<file path="config.mk">
export PLATFORM = sky130hd
export DESIGN_NAME = seq_divider16
export DESIGN_NICKNAME = d
export VERILOG_FILES = /design/src/rtl/seq_divider16.sv
export SDC_FILE = /design/constraint.sdc
export NUM_CORES = 1
export LEC_CHECK = 0
export BUFFER_PORTS_ARGS = -buffer_cell sky130_fd_sc_hd__buf_2
export CAP_MARGIN = 20
export CORE_MARGIN = 5
export CORE_UTILIZATION = 60
export DETAILED_ROUTE_END_ITERATION = 12
export PLACE_DENSITY = 0.85
export SLEW_MARGIN = 10
export SYNTH_ARGS = -nofsm -noshare
export SYNTH_HDL_FRONTEND = slang
export SYNTH_SLANG_ARGS = --single-unit
</file>
<file path="constraint.sdc">
create_clock -name clk -period 3.7 [get_ports clk]
set_input_delay 0.185 -clock clk [delete_from_list [all_inputs] [get_ports clk]]
set_output_delay 0.185 -clock clk [all_outputs]
set_load 0.02 [all_outputs]
</file>
<file path="src/rtl/seq_divider16.sv">
// Sequential 16-bit restoring divider, one quotient bit per clock.
// Define DIV_SIGNED_EN for two's-complement operands; default is unsigned.
module seq_divider16 (
    input  logic        clk,
    input  logic        rst_n,
    input  logic        start,
    input  logic [15:0] dividend,
    input  logic [15:0] divisor,
    input  logic        sel,
    output logic [15:0] quotient,
    output logic [15:0] remainder,
    output logic        busy,
    output logic        done,
    output logic        div_by_zero,
    output logic [15:0] disp
);

    typedef enum logic [1:0] {
        S_IDLE,
        S_CALC,
        S_DONE
    } state_t;

    state_t      r_state;
    state_t      w_next;
    logic [15:0] r_div;
    logic [15:0] r_rem;
    logic [15:0] r_shreg;
    logic [3:0]  r_cnt;
    logic        w_accept;
    logic        w_zero;
    logic        w_ge;
    logic [15:0] w_shift;
    logic [15:0] w_rem_nx;
    logic [15:0] w_q_nx;
    logic [15:0] w_mag_a;
    logic [15:0] w_mag_b;
    logic [15:0] w_q_fix;
    logic [15:0] w_r_fix;

    assign w_accept = start && (r_state != S_CALC);
    assign w_zero   = (divisor == 16'd0);

`ifdef DIV_SIGNED_EN
    logic r_neg_q;
    logic r_neg_r;

    assign w_mag_a = dividend[15] ? (~dividend + 16'd1) : dividend;
    assign w_mag_b = divisor[15]  ? (~divisor + 16'd1)  : divisor;
    assign w_q_fix = r_neg_q ? (~w_q_nx + 16'd1) : w_q_nx;
    assign w_r_fix = r_neg_r ? (~w_rem_nx + 16'd1) : w_rem_nx;

    always_ff @(posedge clk or negedge rst_n) begin
        if (!rst_n) begin
            r_neg_q <= 1'b0;
            r_neg_r <= 1'b0;
        end else if (w_accept) begin
            r_neg_q <= dividend[15] ^ divisor[15];
            r_neg_r <= dividend[15];
        end
    end
`else
    assign w_mag_a = dividend;
    assign w_mag_b = divisor;
    assign w_q_fix = w_q_nx;
    assign w_r_fix = w_rem_nx;
`endif

    // Partial remainder is always below the divisor, so 16 bits hold it.
    assign w_ge     = {r_rem, r_shreg[15]} >= {1'b0, r_div};
    assign w_shift  = {r_rem[14:0], r_shreg[15]};
    assign w_rem_nx = w_ge ? (w_shift - r_div) : w_shift;
    assign w_q_nx   = {r_shreg[14:0], w_ge};

    always_ff @(posedge clk or negedge rst_n) begin
        if (!rst_n) r_state <= S_IDLE;
        else        r_state <= w_next;
    end

    always_comb begin
        w_next = r_state;
        unique case (r_state)
            S_IDLE, S_DONE: begin
                if (start) w_next = w_zero ? S_DONE : S_CALC;
                else       w_next = S_IDLE;
            end
            S_CALC: begin
                if (r_cnt == 4'd15) w_next = S_DONE;
            end
            default: w_next = S_IDLE;
        endcase
    end

    always_comb begin
        busy = 1'b0;
        done = 1'b0;
        unique case (r_state)
            S_CALC:  busy = 1'b1;
            S_DONE:  done = 1'b1;
            default: ;
        endcase
    end

    always_ff @(posedge clk or negedge rst_n) begin
        if (!rst_n) begin
            r_div       <= 16'd0;
            r_rem       <= 16'd0;
            r_shreg     <= 16'd0;
            r_cnt       <= 4'd0;
            quotient    <= 16'd0;
            remainder   <= 16'd0;
            div_by_zero <= 1'b0;
        end else if (w_accept) begin
            r_div <= w_mag_b;
            if (w_zero) begin
                quotient    <= 16'hFFFF;
                remainder   <= dividend;
                div_by_zero <= 1'b1;
            end else begin
                div_by_zero <= 1'b0;
                r_rem       <= 16'd0;
                r_shreg     <= w_mag_a;
                r_cnt       <= 4'd0;
            end
        end else if (r_state == S_CALC) begin
            r_rem   <= w_rem_nx;
            r_shreg <= w_q_nx;
            r_cnt   <= r_cnt + 4'd1;
            if (r_cnt == 4'd15) begin
                quotient  <= w_q_fix;
                remainder <= w_r_fix;
            end
        end
    end

    assign disp = sel ? remainder : quotient;

endmodule
</file>
==> impl_metrics.ini <==
[route]
vias_per_cell = 6.01
dr.pass1.iters = 5
drt_iter0_drc = 215
drc = 0
avgRoutedWirePerCell_um = 18.2
drtAntennaViolNets = 0
wl_um = 12400
dr_total_vias = 4099

[status]
outcome = completed

[power]
seq_power_share_pct = 27.4
p_int_uw = 3290
power_uw = 6390
switching_share_pct = 48.6
p_comb_share_pct = 62.2
clkPwrFrac_pct = 10.4
power_switching_uw = 3110
power.density_nw_per_um2 = 1160
p_leak_uw = 0.00248
peakVddDrop_mv = 0.595

[cells_and_area]
fillers = 618
area_delta_synth_final_pct = 14.0
design_area_sq_um = 5510
layout-drive-gt1-share_pct = 24.1
nets = 629
diodes = 0

[sta]
fin_crit_ns = 2.89
rsz0062_at_grt = no
fin_skew_ns = 0.00844
setup_viol = 0
slew_viol_final = 0
timing.setup.tns_ns = 0
max-slew-margin-rel_pct = 46.3
finalCritPeriodShare_pct = 78.2
finalHoldViolations = 0
max_freq_mhz = 346
tightestPinTransition_ns = 0.805

[cts]
cts_setup_buffers = 0
clk_latency_ns = 0.37
cts_root_buf = clkbuf_8
cts_buffer_depth = 2
cts_htree_levels = 3
cts.sinks = 87
ctsResizeCount = 0
clkSlewWorstSetupHoldPaths_ns = 0.10
cts_buffers = 9
cts_tree = built
ctsHoldBuffers = 1

[critical_path]
cp_common_cell = inv_1
path_delay_family = compound AO/OA/AOI/OAI gates
cpPeakStageDelay_ns = 0.47
crit_required_ns = 3.94
crit_buf_inv = 2
end_kind = flop
path_cells = inv_1, ha_1, inv_1, fa_1, a21oi_1, o21a_1, nor3_1, o311ai_0, or3b_2, mux2i_1, o22ai_1
crit_fanout = 3
start_kind = flop
r2r_start = r_shreg[15]$_DFFE_PN0P_
critical_path_class = flop to flop
crit_slowest_cell = or3b_2
startpoint = r_shreg[15]$_DFFE_PN0P_
cp_data_arrival_time_ns = 3.13

[min_path]
worstHoldPathType = input port to flop
min_from = divisor[9]

[placed_design]
place.port_buffers = 86
gp_congestion = 0.909
dp_hpwl_um = 9200
placed_cell_area_sq_um = 5300

[yosys]
syn_inst = 502
synthMuxAreaShare_pct = 10.2
ys_ff_latch = 87
synth_edf_count = 0
synth-simple-area-share_pct = 11.7
synth_warnings = 0
synth_nets = 556
synthArstFlopShare_pct = 100
seq_area_frac_synth_pct = 45.1
synthAdderAreaFrac_pct = 4.82
ys_types = 61
avgSynthCellArea_sq_um = 9.62
synth_top_family_by_area = compound AO/OA/AOI/OAI gates
synth_compound_area_share_pct = 21.2
synth_area_sq_um = 4830
synth_xor_area_share_pct = 2.18
ys.flop_type = dfrtp_1

[global_routing]
grt_max_degree = 55
grt_pass1_wl_um = 20700
grt_pass1_vias = 4144
grt_remaining_overflow = 0
grt_antenna_before_repair = 0
track_usage_pct = 26.0

[die]
num_io_pins = 87
die-area_sq_um = 9950
core_area_sq_um = 7770
rows = 32
start_util_pct = 62.2
die_w_um = 99.7
die_h_um = 99.7

[run]
cap_violations = 0
[path summary, 6_finish.rpt]
path	end	slack [ns]	depth (start not counted)
worst max-delay path	remainder[14]$_DFFE_PN0P_	0.81	11
worst min-delay path	r_div[9]$_DFFE_PN0P_	0.03	3
worst max register to register	remainder[14]$_DFFE_PN0P_	0.81	11
worst min register to register	div_by_zero$_DFFE_PN0P_	0.51	1
max in group asynchronous	r_rem[0]$_DFFE_PN0P_	2.40	3
min in group asynchronous	r_cnt[2]$_DFFE_PN0P_	0.40	2
[state kept, by name, summed over array words and instances, names as in the netlist]
register     flops
quotient        16
r_div           16
r_cnt            4
div_by_zero      1
r_state          2
remainder       16
r_rem           16
r_shreg         16
[cells in the mapped netlist, types with 2 or more instances]
master     count  area (sq um)
buf_2          3          15.0
mux2_4         2          30.0
a21oi_1       33           165
nor3_1         3          15.0
o22a_1        16           140
clkbuf_1      20          75.1
o31ai_1        4          30.0
and2_1         2          12.5
buf_1          4          15.0
nand4_1        4          25.0
dfrtp_1       87          2180
o21ai_0       45           225
inv_1         23          86.3
nor2b_1        3          18.8
o22ai_1       10          62.6
nand2b_1       4          25.0
or3_1          2          12.5
clkbuf_2       2          10.0
nor2_1        21          78.8
o2bb2ai_1      3          26.3
nand2_1       62           233
mux2i_1       28           280
a21boi_0       2          15.0
mux2_2        16           180
o21ai_1       15          75.1
o21a_1         4          30.0
a21o_1         9          67.6
a211oi_1       2          15.0
ha_1          17           213
a31oi_1        6          37.5
nor4_1         5          31.3
xnor2_1       11          96.3
nand3_1        6          30.0
[final cells by class]
| type | count | area (sq um) | area share, % |
|---|---|---|---|
| Clock buffer | 9 | 124 | 2.25 |
| Sequential cell | 87 | 2180 | 39.5 |
| Inverter | 23 | 86.3 | 1.57 |
| Tap cell | 102 | 128 | 2.32 |
| Timing Repair Buffer | 93 | 488 | 8.86 |
| Multi-Input combinational cell | 361 | 2430 | 44.2 |
| Clock inverter | 7 | 72.6 | 1.32 |
[layout by cell type, fill, tap and decap left out, drive strengths merged, types with 3 or more instances in the layout]
cell,count
mux2,18
nor4,5
o22ai,11
buf,92
and2,3
dfrtp,87
o2bb2ai,3
o22a,16
xnor2,11
clkbuf,9
a21oi,34
nand2,62
a211oi,3
nand3,7
nand4,4
o21ai,61
nor3,3
inv,27
a21boi,3
mux2i,28
nor2,21
o31ai,4
nand2b,4
ha,17
nor2b,3
a31oi,6
a21o,9
o21a,4
[per-layer routing]
layer  part of all wire (%)  GRT usage [%]  wire length [um]
met4                    2.0           8.19               244
met1                     42           34.2              5280
met3                    5.1           4.21               640
met5                      0              0                 0
met2                     50           43.9              6280
[worst min-delay path, cell delays in order]
cell     delay [ns]
buf_2          0.09
nand2_1        0.04
o21ai_0        0.06
[kinds of logic after synthesis]
| group | after synthesis |
|---|---|
| buf+inv | 54 |
| mux | 46 |
| compound gates | 163 |
| xor+xnor | 12 |
| flops | 87 |
| simple gates | 122 |
| fa+ha+maj | 18 |
[metrics by stage]
stage / instances / hold slack, ns / utilization, % / setup slack (ns)
floorplan: 502 / -0.111 / - / 1.20
global placement: 665 / 0.264 / 68.3 / 0.897
detailed placement: 665 / 0.273 / 68.3 / 0.843
CTS: 682 / 0.0294 / 70.9 / 0.789
global route: 682 / 0.0391 / 70.9 / 0.583
finish: 682 / 0.0332 / 70.9 / 0.807
[power groups by stage]
stage / clock, uW / combinational [uW] / sequential, uW
detailed placement: 0 / 3940 / 1760
global route: 708 / 4380 / 1810
floorplan: 0 / 2900 / 1860
CTS: 670 / 3970 / 1740
global placement: 0 / 3840 / 1740
finish: 666 / 3980 / 1750
No activity file was read; power rests on OpenSTA's default activity.
